### src/rtl/relu_requant_maxpool.sv
// ReLU, shift/saturate requantization and 2x2 stride-2 max pooling over a raster-ordered
// stream of conv results; emits one pooled pixel per completed window.
module relu_requant_maxpool #(
  parameter int unsigned DATA_W = 8,
  parameter int unsigned IN_W   = 25,
  parameter int unsigned MAP_W  = 4,
  parameter int unsigned MAP_H  = 4,
  parameter int unsigned SHIFT  = 0
) (
  input  logic                   clk,
  input  logic                   rst,
  input  logic                   in_valid,
  input  logic signed [IN_W-1:0] in_data,
  output logic                   out_valid,
  output logic [DATA_W-1:0]      out_data,
  output logic                   frame_done
);

  localparam int unsigned ColW     = (MAP_W > 1) ? $clog2(MAP_W) : 1;
  localparam int unsigned RowW     = (MAP_H > 1) ? $clog2(MAP_H) : 1;
  localparam int unsigned LbDepth  = MAP_W / 2;
  localparam int unsigned LbAw     = (LbDepth > 1) ? $clog2(LbDepth) : 1;
  localparam int unsigned PoolCols = 2 * (MAP_W / 2);
  localparam int unsigned PoolRows = 2 * (MAP_H / 2);
  localparam logic [IN_W-1:0] QMax = {{(IN_W-DATA_W+1){1'b0}}, {(DATA_W-1){1'b1}}};

  logic [ColW-1:0]   col_q, col_d;
  logic [RowW-1:0]   row_q, row_d;
  logic [DATA_W-1:0] held_q;
  logic [DATA_W-1:0] linebuf_q [LbDepth];
  logic              out_valid_q, frame_done_q;
  logic [DATA_W-1:0] out_data_q;

  logic              accept;
  logic [IN_W-1:0]   relu, shifted;
  logic [DATA_W-1:0] q, hmax, lb_rd, pooled;
  logic [LbAw-1:0]   lb_idx;
  logic              col_last, row_last, pool_col, pool_row;
  logic              hold_en, win_h, lb_wr, win_done, last_sample;

  // Reset wins over a coincident sample.
  assign accept = in_valid & ~rst;

  always_comb begin
    relu    = in_data[IN_W-1] ? '0 : in_data;
    shifted = relu >> SHIFT;
    q       = (shifted > QMax) ? QMax[DATA_W-1:0] : shifted[DATA_W-1:0];
  end

  assign col_last = (col_q == ColW'(MAP_W - 1));
  assign row_last = (row_q == RowW'(MAP_H - 1));
  assign pool_col = (32'(col_q) < PoolCols);
  assign pool_row = (32'(row_q) < PoolRows);

  assign lb_idx = LbAw'(col_q >> 1);
  assign lb_rd  = linebuf_q[lb_idx];
  assign hmax   = (held_q > q) ? held_q : q;
  assign pooled = (lb_rd > hmax) ? lb_rd : hmax;

  // Trailing column/row of an odd-sized map falls outside the pooled region and is ignored.
  assign hold_en     = accept & pool_col & ~col_q[0];
  assign win_h       = accept & pool_col & col_q[0];
  assign lb_wr       = win_h & pool_row & ~row_q[0];
  assign win_done    = win_h & pool_row & row_q[0];
  assign last_sample = accept & col_last & row_last;

  always_comb begin
    col_d = col_q;
    row_d = row_q;
    if (accept) begin
      if (col_last) begin
        col_d = '0;
        row_d = row_last ? '0 : row_q + 1'b1;
      end else begin
        col_d = col_q + 1'b1;
      end
    end
  end

  always_ff @(posedge clk) begin
    if (rst) begin
      col_q        <= '0;
      row_q        <= '0;
      held_q       <= '0;
      out_valid_q  <= 1'b0;
      out_data_q   <= '0;
      frame_done_q <= 1'b0;
    end else begin
      col_q        <= col_d;
      row_q        <= row_d;
      out_valid_q  <= win_done;
      frame_done_q <= last_sample;
      if (hold_en)  held_q     <= q;
      if (win_done) out_data_q <= pooled;
    end
  end

  // Every entry is written on an even row before the odd row reads it, so no reset is needed.
  always_ff @(posedge clk) begin
    if (lb_wr) linebuf_q[lb_idx] <= hmax;
  end

  assign out_valid  = out_valid_q;
  assign out_data   = out_data_q;
  assign frame_done = frame_done_q;

endmodule

### config.mk
export PLATFORM = sky130hd
export DESIGN_NAME = relu_requant_maxpool
export DESIGN_NICKNAME = d
export VERILOG_FILES = /design/src/rtl/relu_requant_maxpool.sv
export SDC_FILE = /design/constraint.sdc
export NUM_CORES = 1
export LEC_CHECK = 0
export ABC_AREA = 1
export CAP_MARGIN = 10
export CORE_UTILIZATION = 58
export DETAILED_ROUTE_END_ITERATION = 8
export GPL_TIMING_DRIVEN = 0
export PLACE_DENSITY = 0.85
export SLEW_MARGIN = 5
export SYNTH_ARGS = -nofsm -noshare
export SYNTH_HDL_FRONTEND = slang
export SYNTH_SLANG_ARGS = --single-unit
### constraint.sdc
create_clock -name clk -period 9.1 [get_ports clk]
set_input_delay 1.365 -clock clk [delete_from_list [all_inputs] [get_ports clk]]
set_output_delay 1.365 -clock clk [all_outputs]
set_load 0.02 [all_outputs]
Word level (Yosys, flattened, before mapping) --
Memory sizes are Yosys's and may differ from the RTL's. A register that Yosys moved wholly into a read port is not among the register bits. Index checks and enable logic that the tools add are counted.
Cells by class: multiply operators 0, $add $sub $neg 2, equality and inequality tests 2, $lt $le $gt $ge 3, reductions and logical operators 1, mux-type cells 10, shift-type cells 0, bitwise logic cells 10, divide/modulo/power cells 0
Operators by type and width (count):
- 24-bit by 7-bit > comparator with 1-bit output (second input constant) | 1
- 24-bit 2-to-1 mux | 1
- 8-bit 2-to-1 mux | 3
- 8-bit > comparator | 2
- 1-bit AND | 7
- 2-bit by 1-bit adder with 2-bit output (second input constant) | 2
- 2-bit == test (second input constant) | 2
- 1-bit 2-to-1 mux | 4
- 2-bit 2-to-1 mux | 2
- 1-bit NOT | 3
- 2-bit AND reduction | 1
Storage, ports and cells: bits in read-only memories 0, output and inout port bits 10, input port bits 28, bits in latches 0, register bits after elaboration 22, memories kept 1, RAM bits 16, word-level logic and storage cells 35
Memory list:
- linebuf_q | words 2, width 8, rd ports 1, clocked after Yosys merged registers in 1, wr ports 1, line 30 | logic [DATA_W-1:0] linebuf_q [LbDepth];

Depth between registers and ports, before layout --
Gate-level depths: netlist of the first run.
depth after elaboration 7, mapped depth 29, depth with buffers taken out 29

Worst setup path before layout of the first run --
OpenSTA, ideal clock, no wires.
path kind input to register, from input port in_data[8], to register out_data_q[7] (netlist: out_data[7]), stages on the path 22, required time 9.034 ns, setup slack 5.201 ns, arrival 3.833 ns, buffers on the path 0, setup time 0.066 ns, cell sequence nor2_1 -> nand2_1 -> nor2_2 -> nand3_1 -> nand2_1 -> ha_1 -> a21oi_1 -> nor2_1 -> nor2_1 -> nand2_4 -> nand3_1 -> nand2_1 -> ha_1 -> nand2_1 -> nand2_1 -> nand2_1 -> nand2_1 -> nand2_1 -> nand2_4 -> nand2_4 -> nand3_2 -> a21oi_2
Between the ends: cells in the longest elaborated chain, start to end 7
Ends and longest elaborated chain:
- start, declared | line 13 | input logic signed [IN_W-1:0] in_data,
- 24-bit 2-to-1 mux (*) | line 45 | relu = in_data[IN_W-1] ? '0 : in_data;
- 24-bit by 7-bit > comparator with 1-bit output (*) | line 47 | q = (shifted > QMax) ? QMax[DATA_W-1:0] : shifted[DATA_W-1:0];
- 8-bit 2-to-1 mux (*) | line 47
- 8-bit > comparator | line 57 | assign hmax = (held_q > q) ? held_q : q;
- 8-bit 2-to-1 mux (*) | line 57
- 8-bit > comparator | line 58 | assign pooled = (lb_rd > hmax) ? lb_rd : hmax;
- 8-bit 2-to-1 mux (*) | line 58
- end signal, assigned | line 94 | if (win_done) out_data_q <= pooled;
- end, declared | line 32 | logic [DATA_W-1:0] out_data_q;
Every way passes the cells marked *; elsewhere a longest branch is shown, timed or not. A chain may end at the register's enable or synchronous reset.

Final worst setup path of the first run --
from input port in_data[17], to register out_data_q[2] (netlist: out_data[2])
The elaborated chain is that of the path after synthesis.

==> qor_table.md, run 1 <==
| Item | Reported |
|---|---|
| Non-Filler Cell Area, Final | 2930 sq um |
| Slew Limit Headroom | 19.6% |
| Std cell rows | 22 |
| Area growth from synthesis to layout | 23.0% |
| TritonCTS clock tree | done |
| Slew of the pin with the lowest slew margin | 1.20 ns |
| Share of cell area taken by muxes after synthesis | 3.30% |
| Leftover overflow at the end of global routing | 0 |
| Number of sinks driven by the clock tree | 39 |
| Resized cells post-CTS | 0 |
| Most frequently used flop master after synthesis | sky130_fd_sc_hd__dfxtp_1 |
| Total of endpoints with negative setup slack in the final report | 0 |
| Port Buffer Count | 37 |
| Total Nets Final | 368 |
| Xor/xnor share of the synthesized area | 0% |
| Status | complete, no violations |
| Post-Synth Simple-Gate Area | 29.6% |
| Summed instance area of the synthesized netlist | 2390 sq um |
| Most frequent cells in the layout | sky130_fd_sc_hd__nand2_1, sky130_fd_sc_hd__clkdlybuf4s50_1, sky130_fd_sc_hd__inv_1, sky130_fd_sc_hd__nand3_1, sky130_fd_sc_hd__dfxtp_1 |
| Number of fill cells in the layout | 281 |
| Core area | 3800 sq um |
| Main combinational cell family by area after synthesis | simple AND/OR/NAND/NOR gates |
| Ratio of cells with drive above 1 in the final layout | 22.3% |
| Initial core utilization | 62.8% |
| Required time reported for the critical path endpoint | 9.33 ns |
| Synth Register Bits | 39 |
| Die span in x | 66.1 microns |
| H-Tree Level Count | 2 |
| Total Power Consumption | 0.000439 W |
| Aggregate global-route resource usage | 26.4% |
| Largest net degree at the start of global routing | 13 |
| Worst Reg-to-Reg Cells | 14 |
| Clock buffer depth | 2 |
| Detailed-placement wirelength estimate | 3730 microns |
| Average cell area after synthesis | 8.58 sq um |
| Final RePlAce weighted congestion | 0.800 |
| Wire length of the first global-routing pass | 8740 microns |
| Clock transition time at the flip-flop clock pins of the worst setup and hold paths | 0.07 ns |
| Maximum operating frequency | 224 MHz |
| Number of setup buffers added after CTS | 0 |
| Final number of hold-violating endpoints | 0 |
| Total of hold buffers inserted after clock tree synthesis | 0 |
| Critical Path Source Type | input port |
| Final Max Slew Viols | 0 |
| Hold Slack | 0.494 ns |
| Share of the synthesized area in the top cell type | 20.1% |
| Commonest non-fill, non-tap cell in the layout | sky130_fd_sc_hd__nand2_1 |
| Vias in the first global route | 1973 |
| Complex-gate fraction of the synthesized area | 8.91% |
| Total die area | 4370 sq um |
| Number of antenna violations at the first check in global routing | 0 |
| Worst voltage drop across the vdd grid | 0.114 mV |
| Number of buffers added by the clock tree synthesis step | 5 |
| Detailed-route wire length per cell | 13.0 microns |
| EDFF count, synth | 16 |
| RSZ-0062 raised after global routing | false |
| Sort of element at the end of the critical path | register |
| Detailed-route vias per instance | 5.17 |
| Power density cells | 150 nW/um^2 |
| Total number of yosys warnings | 0 |
| Worst-case clock skew | 0.00739 ns |
| Arrival time reported for the critical path endpoint | 4.70 ns |
| Library cell used as clock root buffer | sky130_fd_sc_hd__clkbuf_8 |
| Detailed Routing Iterations Pass 1 | 4 |
| FFs w/ async S/R, synth | 0% |
| Placed Area | 2820 sq um |
| Drt first-iter violations | 117 |
| Max-cap violation count | 0 |
| Vertical die dimension | 66.1 microns |
| Skew-Pair Late Insertion Delay | 0.29 ns |
| Adder and majority gate portion of the synthesized area | 9.44% |
| Area contributors post-synth | sky130_fd_sc_hd__edfxtp_1, sky130_fd_sc_hd__dfxtp_1, sky130_fd_sc_hd__ha_1 |
| Post-synthesis sequential area ratio | 39.4% |
| WS Path Type | in -> reg |
| Largest area contributor in the netlist | sky130_fd_sc_hd__edfxtp_1 |
| P_leak | 1.34 nW |
| DRC | 0 |
| Post-layout minimum cycle time | 4.47 ns |
| Antenna cell count | 0 |
| Synth unique cells | 31 |
| Final TNS setup | 0 ns |
| Via total after detailed routing | 1919 |
| Class of the tightest hold or removal check | reg -> reg |
| Final worst-path cycle share | 49.1% |
| Number of instances in the synthesized netlist | 278 |
| Boundary pin count | 38 |
| Total Wirelength | 4810 microns |
| Synthesized net count | 324 |
| Largest fanout on the critical path | 9 |
| Cell depth of the worst hold path | 2 |
| Antenna viol nets, final | 0 |
-- power by group --
group	total, W	switching (W)	internal (W)
logic	0.0000948	0.0000560	0.0000388
registers	0.000196	0.00000563	0.000190
clock network	0.000148	0.0000597	0.0000887
total	0.000439	0.000121	0.000318
-- flip-flops by register name, indices dropped and copies added (netlist names), named ones only --
| name | cells |
|---|---|
| col_q | 2 |
| frame_done | 1 |
| held_q | 8 |
| linebuf_q | 16 |
| out_data | 8 |
| out_valid | 1 |
| row_q | 2 |
-- stage by stage --
stage	std cells	util, %	setup slack [ns]
after floorplan	278	-	5.20
after global placement	363	74.1	4.51
after detailed placement	363	74.1	4.43
after CTS	371	77.2	4.66
after global routing	371	77.2	4.23
final	371	77.2	4.63
-- kinds of logic (layout without fill, tap and decap cells) --
family	Yosys count	count (layout)
simple gates	123	123
mux	7	7
fa+ha+maj	18	18
flops	39	39
compound gates	35	35
buf+inv	55	100
other cells	1	1
-- critical path: stages --
cell	delay (ns)
sky130_fd_sc_hd__clkdlybuf4s50_1	0.40
sky130_fd_sc_hd__nor2_1	0.10
sky130_fd_sc_hd__nand3_1	0.09
sky130_fd_sc_hd__nor2_2	0.22
sky130_fd_sc_hd__nand3_1	0.12
sky130_fd_sc_hd__nand2_1	0.14
sky130_fd_sc_hd__ha_1	0.26
sky130_fd_sc_hd__a21oi_1	0.14
sky130_fd_sc_hd__nor2_1	0.05
sky130_fd_sc_hd__nor2_1	0.17
sky130_fd_sc_hd__nand2_4	0.14
sky130_fd_sc_hd__nand3_1	0.13
sky130_fd_sc_hd__nand2_1	0.12
sky130_fd_sc_hd__ha_1	0.34
sky130_fd_sc_hd__a21oi_1	0.21
sky130_fd_sc_hd__nor2_1	0.08
sky130_fd_sc_hd__nor2_2	0.14
sky130_fd_sc_hd__nand2_4	0.11
sky130_fd_sc_hd__nand2_4	0.15
sky130_fd_sc_hd__nand3_2	0.10
sky130_fd_sc_hd__a21oi_2	0.11
-- final cells by class --
cell class / instances / area (sq um) / area share (%)
multi-input cells: 184 / 1230 / 41.8
flip-flops and latches: 39 / 941 / 32.1
repair buffers: 37 / 370 / 12.6
inverters: 50 / 188 / 6.40
clock buffers: 6 / 82.6 / 2.81
well taps: 48 / 60.1 / 2.05
clock inverters: 2 / 35.0 / 1.19
plain buffers: 5 / 31.3 / 1.07
-- per-layer routing --
layer | track usage, % | vias up | part of all wire [%]
met2 | 47.8 | 51 | 52
met5 | 0 | - | 0
met4 | 7.45 | 0 | 1.3
met1 | 31.5 | 854 | 43
met3 | 4.66 | 9 | 3.6
li1 | - | 1005 | -
-- final timing paths --
kind	start	to	slack, ns
worst max-delay path	in_data[17]	out_data[2]	4.63
worst min-delay path	row_q[1]	row_q[1]	0.49
worst max register to register	held_q[7]	out_data[2]	6.32
worst min register to register	row_q[1]	row_q[1]	0.49
-- Yosys cell counts (all sizes together) (2+ instances only) --
cell / n
ha: 18
nand3: 41
nand4: 2
nor3: 2
a21o: 2
edfxtp: 16
mux2: 7
nor2: 20
inv: 49
buf: 4
o21ai: 18
a21oi: 14
dfxtp: 23
nand2: 56
No activity file was read; power rests on OpenSTA's default activity.
==> run 2: changes to the inputs <==
CORE_UTILIZATION = 48   (was 58)
PLACE_DENSITY = 0.76   (was 0.85)
clock period = 4.1 ns   (was 9.1 ns; I/O delays follow)
==> qor_table.md, run 2 (same netlist as run 1, synthesis figures left out) <==
| Item | Reported | Change |
|---|---|---|
| Vias in the first global route | 1841 | was 1973 |
| Status | complete, no violations | unchanged |
| Critical Path Source Type | input port | unchanged |
| Total Wirelength | 4450 microns | was 4810 microns |
| Total Power Consumption | 0.000956 W | was 0.000439 W |
| Detailed-route wire length per cell | 11.4 microns | was 13.0 microns |
| RSZ-0062 raised after global routing | false | unchanged |
| Class of the tightest hold or removal check | reg -> reg | unchanged |
| Detailed-placement wirelength estimate | 3610 microns | was 3730 microns |
| Library cell appearing most often on the critical path | sky130_fd_sc_hd__nand2_1 | was sky130_fd_sc_hd__nor2_1 |
| Number of setup buffers added after CTS | 0 | unchanged |
| Largest fanout on the critical path | 9 | unchanged |
| Part of the power in the clock network | 33.4% | was 33.8% |
| Skew-Pair Late Insertion Delay | 0.30 ns | was 0.29 ns |
| H-Tree Level Count | 2 | unchanged |
| Final number of hold-violating endpoints | 0 | unchanged |
| Area growth from synthesis to layout | 23.8% | was 23.0% |
| Total of hold buffers inserted after clock tree synthesis | 0 | unchanged |
| Final worst-path cycle share | 87.8% |  |
| Register containing the most flip-flops in the final layout | linebuf_q | unchanged |
| Worst voltage drop across the vdd grid | 0.128 mV | was 0.114 mV |
| Leftover overflow at the end of global routing | 0 | unchanged |
| Post-placement setup slack | 0.172 ns | was 4.43 ns |
| Max-cap violation count | 0 | unchanged |
| Required time reported for the critical path endpoint | 4.34 ns | was 9.33 ns |
| Total Nets Final | 368 | unchanged |
| Sort of element at the end of the critical path | register | unchanged |
| Final TNS setup | 0 ns | unchanged |
| Switching Fraction | 27.9% | was 27.6% |
| Std cell rows | 25 | was 22 |
| Die span in x | 72.5 microns | was 66.1 microns |
| Initial core utilization | 50.2% | was 62.8% |
| Slew Limit Headroom | 20.1% | was 19.6% |
| Antenna viol nets, final | 0 | unchanged |
| Number of sinks driven by the clock tree | 39 | unchanged |
| Wire length of the first global-routing pass | 7740 microns | was 8740 microns |
| TritonCTS clock tree | done | unchanged |
| Switching power | 0.000267 W | was 0.000121 W |
| Flip-flop count of the largest register after layout | 16 | unchanged |
| Most frequent cells in the layout | sky130_fd_sc_hd__nand2_1, sky130_fd_sc_hd__clkdlybuf4s50_1, sky130_fd_sc_hd__inv_1, sky130_fd_sc_hd__nand3_1, sky130_fd_sc_hd__dfxtp_1 | unchanged |
| Total die area | 5260 sq um | was 4370 sq um |
| Part of the power in registers | 45.3% | was 44.6% |
| Post-route worst setup slack | 0.500 ns | was 4.63 ns |
| Total of endpoints with negative setup slack in the final report | 0 | unchanged |
| Aggregate global-route resource usage | 18.8% | was 26.4% |
| Number of antenna violations at the first check in global routing | 0 | unchanged |
| Post-Route Utilization | 62.1% | was 77.2% |
| Number of fill cells in the layout | 435 | was 281 |
| Worst setup slack for register-to-register paths | 1.43 ns | was 6.32 ns |
| Placed Area | 2840 sq um | was 2820 sq um |
| Ratio of cells with drive above 1 in the final layout | 22.3% | unchanged |
| P_leak | 1.34 nW | about the same |
| Via total after detailed routing | 1860 | was 1919 |
| Crit path largest cell delay | 0.41 ns | was 0.40 ns |
| Boundary pin count | 38 | unchanged |
| Cell with the largest stage delay on the worst path | sky130_fd_sc_hd__clkdlybuf4s50_1 | unchanged |
| WS Path Type | in -> reg | unchanged |
| DRC | 0 | unchanged |
| Drt first-iter violations | 50 | was 117 |
| Vertical die dimension | 72.5 microns | was 66.1 microns |
| Library cell used as clock root buffer | sky130_fd_sc_hd__clkbuf_8 | unchanged |
| FF/Latch Area | 941 sq um | unchanged |
| Core area | 4750 sq um | was 3800 sq um |
| Resized cells post-CTS | 0 | unchanged |
| Area of the multi-input gates | 1230 sq um | unchanged |
| Antenna cell count | 0 | unchanged |
| Final RePlAce weighted congestion | 0.784 | was 0.800 |
| Clock transition time at the flip-flop clock pins of the worst setup and hold paths | 0.08 ns | was 0.07 ns |
| Worst-case clock skew | 0.00929 ns | was 0.00739 ns |
| Share of power burned in combinational logic | 21.3% | was 21.6% |
| Power density cells | 324 nW/um^2 | was 150 nW/um^2 |
| Largest net degree at the start of global routing | 14 | was 13 |
| Arrival time reported for the critical path endpoint | 3.84 ns | was 4.70 ns |
| Number of buffers added by the clock tree synthesis step | 5 | unchanged |
| Port Buffer Count | 37 | unchanged |
| Non-Filler Cell Area, Final | 2950 sq um | was 2930 sq um |
| Final Max Slew Viols | 0 | unchanged |
| Maximum operating frequency | 278 MHz |  |
| Slew of the pin with the lowest slew margin | 1.19 ns | was 1.20 ns |
| Post-layout minimum cycle time | 3.60 ns |  |
| Detailed Routing Iterations Pass 1 | 4 | unchanged |
| Detailed-route vias per instance | 4.77 | was 5.17 |
| Internal portion of total power | 0.000689 W | was 0.000318 W |
| Clock buffer depth | 2 | unchanged |
| Commonest non-fill, non-tap cell in the layout | sky130_fd_sc_hd__nand2_1 | unchanged |
-- run 2: cell types whose count changed in the layout (fill, tap and decap cells not counted), sizes merged --
cell	before	now
clkinv	2	3
clkbuf	7	6
-- run 2: critical path, delay by kind of cell --
| family | cells | cell delay (ns) |
|---|---|---|
| compound gates | 1 | 0.13 |
| buf+inv | 3 | 0.54 |
| fa+ha+maj | 2 | 0.56 |
| simple gates | 22 | 2.00 |
-- run 2: power by group through the flow --
| stage | Sequential, W | Clock, W | Combinational, W |
|---|---|---|---|
| after global routing | 0.000435 | 0.000338 | 0.000229 |
| final | 0.000433 | 0.000319 | 0.000203 |
| after global placement | 0.000441 | 0 | 0.000197 |
| after floorplan | 0.000441 | 0 | 0.000145 |
| after CTS | 0.000433 | 0.000326 | 0.000206 |
| after detailed placement | 0.000442 | 0 | 0.000204 |
-- run 2: path summary, 6_finish.rpt --
kind / cells past startpoint / end / startpoint
max: 28 / out_data[7] / in_data[16]
min: 2 / row_q[1] / row_q[1]
max reg2reg: 16 / out_data[7] / held_q[7]
min reg2reg: 2 / row_q[1] / row_q[1]
-- run 2: layout make-up --
type | instances | area share, %
Timing Repair Buffer | 37 | 12.5
Clock buffer | 5 | 2.33
Tap cell | 67 | 2.84
Inverter | 50 | 6.36
Clock inverter | 3 | 1.48
Buffer | 5 | 1.06
Multi-Input combinational cell | 184 | 41.5
Sequential cell | 39 | 31.9
-- run 2: routing by layer --
layer | up-vias | wire length, microns | GRT usage (%)
met5 | - | 0 | 0
li1 | 996 | - | -
met3 | 7 | 160 | 3.33
met2 | 47 | 2240 | 32.7
met1 | 810 | 1970 | 22.5
met4 | 0 | 74 | 8.50
-- run 2: stage by stage --
| stage | hold WS (ns) | std cells |
|---|---|---|
| after floorplan | 0.453 | 278 |
| after global routing | 0.532 | 390 |
| after detailed placement | 0.481 | 382 |
| after global placement | 0.466 | 382 |
| after CTS | 0.500 | 390 |
| final | 0.492 | 390 |
==> run 3: changes to the inputs <==
SETUP_SLACK_MARGIN = 0.5   (was unset)
==> qor_table.md, run 3 (same netlist as run 1, synthesis figures left out) <==
| Item | Reported | Change |
|---|---|---|
| Port Buffer Count | 37 | unchanged |
| Worst-case clock skew | 0.00577 ns | was 0.00929 ns |
| Antenna viol nets, final | 0 | unchanged |
| Total Nets Final | 373 | was 368 |
| Area of the multi-input gates | 1520 sq um | was 1230 sq um |
| Grt met3 use | 3.33% | unchanged |
| Worst setup slack for register-to-register paths | 1.44 ns | was 1.43 ns |
| Worst Reg-to-Reg Cells | 15 | was 16 |
| Std cell rows | 25 | unchanged |
| P_leak | 1.53 nW | was 1.34 nW |
| Arrival time reported for the critical path endpoint | 3.65 ns | was 3.84 ns |
| Post-route worst setup slack | 0.690 ns | was 0.500 ns |
| Power density cells | 305 nW/um^2 | was 324 nW/um^2 |
| Number of fill cells in the layout | 385 | was 435 |
| Critical Path Source Type | input port | unchanged |
| Via total after detailed routing | 1953 | was 1860 |
| Maximum operating frequency | 293 MHz | was 278 MHz |
| Most frequent cells in the layout | sky130_fd_sc_hd__inv_1, sky130_fd_sc_hd__nand3_1, sky130_fd_sc_hd__nand2_2, sky130_fd_sc_hd__dfxtp_1, sky130_fd_sc_hd__nand2_1 | was sky130_fd_sc_hd__nand2_1, sky130_fd_sc_hd__clkdlybuf4s50_1, sky130_fd_sc_hd__inv_1, sky130_fd_sc_hd__nand3_1, sky130_fd_sc_hd__dfxtp_1 |
| Wire length of the first global-routing pass | 7740 microns | unchanged |
| Crit path largest cell delay | 0.40 ns | was 0.41 ns |
| Met2 global-route usage | 32.7% | unchanged |
| Detailed-placement wirelength estimate | 3610 microns | unchanged |
| Class of the tightest hold or removal check | reg -> reg | unchanged |
| Largest fanout on the critical path | 8 | was 9 |
| Library cell appearing most often on the critical path | sky130_fd_sc_hd__nand2_2 | was sky130_fd_sc_hd__nand2_1 |
| Library cell used as clock root buffer | sky130_fd_sc_hd__clkbuf_8 | unchanged |
| Cell class contributing the biggest share of worst-path delay | simple AND/OR/NAND/NOR gates | unchanged |
| Number of gates on the worst path with buffers counted | 26 | was 28 |
| Clock transition time at the flip-flop clock pins of the worst setup and hold paths | 0.08 ns | about the same |
| Hold Slack | 0.492 ns | about the same |
| Total of endpoints with negative setup slack in the final report | 0 | unchanged |
| TritonCTS clock tree | done | unchanged |
| Most Used Layer, Global Route | met2 | unchanged |
| Drt first-iter violations | 58 | was 50 |
| Cell depth of the worst hold path | 2 | unchanged |
| WS Path Type | in -> reg | unchanged |
| Final RePlAce weighted congestion | 0.784 | unchanged |
| Status | complete, no violations | unchanged |
| Skew-Pair Late Insertion Delay | 0.30 ns | about the same |
| Final worst-path cycle share | 83.2% | was 87.8% |
| RSZ-0062 raised after global routing | false | unchanged |
| Cell with the largest stage delay on the worst path | sky130_fd_sc_hd__clkdlybuf4s50_1 | unchanged |
| Aggregate global-route resource usage | 18.8% | unchanged |
| Total of hold buffers inserted after clock tree synthesis | 0 | unchanged |
| Final TNS setup | 0 ns | unchanged |
| Met1 routing resource usage after global routing | 22.5% | unchanged |
| Total die area | 5260 sq um | unchanged |
| Detailed-route vias per instance | 4.94 | was 4.77 |
| Flip-flop count of the largest register after layout | 16 | unchanged |
| Vertical die dimension | 72.5 microns | unchanged |
| Total Wirelength | 5100 microns | was 4450 microns |
| FF/Latch Area | 941 sq um | unchanged |
| Boundary pin count | 38 | unchanged |
| Clock buffer depth | 2 | unchanged |
| Sort of element at the end of the critical path | register | unchanged |
| Detailed Routing Iterations Pass 1 | 4 | unchanged |
| Ratio of cells with drive above 1 in the final layout | 37.2% | was 22.3% |
| Leftover overflow at the end of global routing | 0 | unchanged |
| Largest net degree at the start of global routing | 14 | unchanged |
| Post-placement setup slack | 0.172 ns | unchanged |
| Register containing the most flip-flops in the final layout | linebuf_q | unchanged |
| DRC | 0 | unchanged |
| H-Tree Level Count | 2 | unchanged |
| Commonest non-fill, non-tap cell in the layout | sky130_fd_sc_hd__inv_1 | was sky130_fd_sc_hd__nand2_1 |
| Buffer and inverter count on the worst path | 4 | was 3 |
| Layout Cells excl Fill | 395 | was 390 |
| Worst voltage drop across the vdd grid | 0.130 mV | was 0.128 mV |
| Slew Limit Headroom | 19.3% | was 20.1% |
| Die span in x | 72.5 microns | unchanged |
| Number of sinks driven by the clock tree | 39 | unchanged |
| Vias in the first global route | 1841 | unchanged |
| Final number of hold-violating endpoints | 0 | unchanged |
| Required time reported for the critical path endpoint | 4.34 ns | about the same |
| Final Max Slew Viols | 0 | unchanged |
| Initial core utilization | 50.2% | unchanged |
| Placed Cells incl. Taps | 382 | unchanged |
| Number of buffers added by the clock tree synthesis step | 5 | unchanged |
| Core area | 4750 sq um | unchanged |
| Detailed-route wire length per cell | 12.9 microns | was 11.4 microns |
| Antenna cell count | 0 | unchanged |
| Area growth from synthesis to layout | 39.4% | was 23.8% |
| Max-cap violation count | 0 | unchanged |
| Number of antenna violations at the first check in global routing | 0 | unchanged |
| Post-layout minimum cycle time | 3.41 ns | was 3.60 ns |
| Slew of the pin with the lowest slew margin | 1.20 ns | was 1.19 ns |
==> run 3: cell types whose count changed in the layout (fill, tap and decap cells not counted), moves of 9 or more <==
cell and change:
sky130_fd_sc_hd__ha_4 +9, sky130_fd_sc_hd__clkdlybuf4s50_1 -16, sky130_fd_sc_hd__ha_1 -10, sky130_fd_sc_hd__dlymetal6s2s_1 +16
sky130_fd_sc_hd__nand2_1 -20, sky130_fd_sc_hd__nand2_2 +13
==> run 3: what timing repair did <==
action / CTS / global route
pin swaps: 0 / 40
setup endpoints to repair: 8 / 8
buffers inserted: 0 / 3
hold endpoints to repair: 0 / 0
gates resized for setup: 2 / 71
gates cloned: 0 / 2
==> run 3: layer usage <==
layer | up-vias | wire length [microns] | share of wire (%)
li1 | 1011 | - | -
met1 | 881 | 2150 | 42
met5 | - | 0 | 0
met2 | 50 | 2690 | 53
met4 | 0 | 98 | 1.9
met3 | 11 | 162 | 3.2
==> run 3: cell type report <==
cell class	instances	area share (%)
tap	67	2.52
buffer	5	0.941
clock buffer	5	2.07
timing repair buffer	40	13.4
inverter	50	5.64
sequential	39	28.3
multi-input combinational	186	45.8
clock inverter	3	1.32
==> run 3: stage by stage <==
step	utilization [%]	power [W]	area [sq um]
2_1_floorplan	-	0.000586	2390
4_1_cts	62.3	0.000965	2960
3_5_place_dp	59.7	0.000646	2840
5_1_grt	69.9	0.00106	3330
3_3_place_gp	59.7	0.000638	2840
6_report	69.9	0.00101	3330
==> run 3: power by group <==
group	switching [W]	internal [W]
clock	0.000140	0.000181
combinational	0.000145	0.000113
sequential	0.0000121	0.000422
==> run 3: path summary, 6_finish.rpt <==
kind / start / to
worst max-delay path: in_data[7] / out_data[7]
worst min-delay path: row_q[1] / row_q[1]
worst max register to register: held_q[7] / out_data[7]
worst min register to register: row_q[1] / row_q[1]
==> run 3: worst register-to-register path: stages (launching register included) <==
cell	delay, ns
sky130_fd_sc_hd__dfxtp_1	0.44
sky130_fd_sc_hd__ha_1	0.30
sky130_fd_sc_hd__a21o_1	0.21
sky130_fd_sc_hd__nor2_2	0.12
sky130_fd_sc_hd__nand2_4	0.12
sky130_fd_sc_hd__nand2_8	0.15
sky130_fd_sc_hd__nand2_4	0.08
sky130_fd_sc_hd__nand2_4	0.08
sky130_fd_sc_hd__ha_4	0.21
sky130_fd_sc_hd__a21oi_2	0.13
sky130_fd_sc_hd__nor2_1	0.07
sky130_fd_sc_hd__nor2_2	0.22
sky130_fd_sc_hd__nand2_4	0.12
sky130_fd_sc_hd__nand2_8	0.12
sky130_fd_sc_hd__nand3_2	0.09
sky130_fd_sc_hd__a21oi_2	0.13
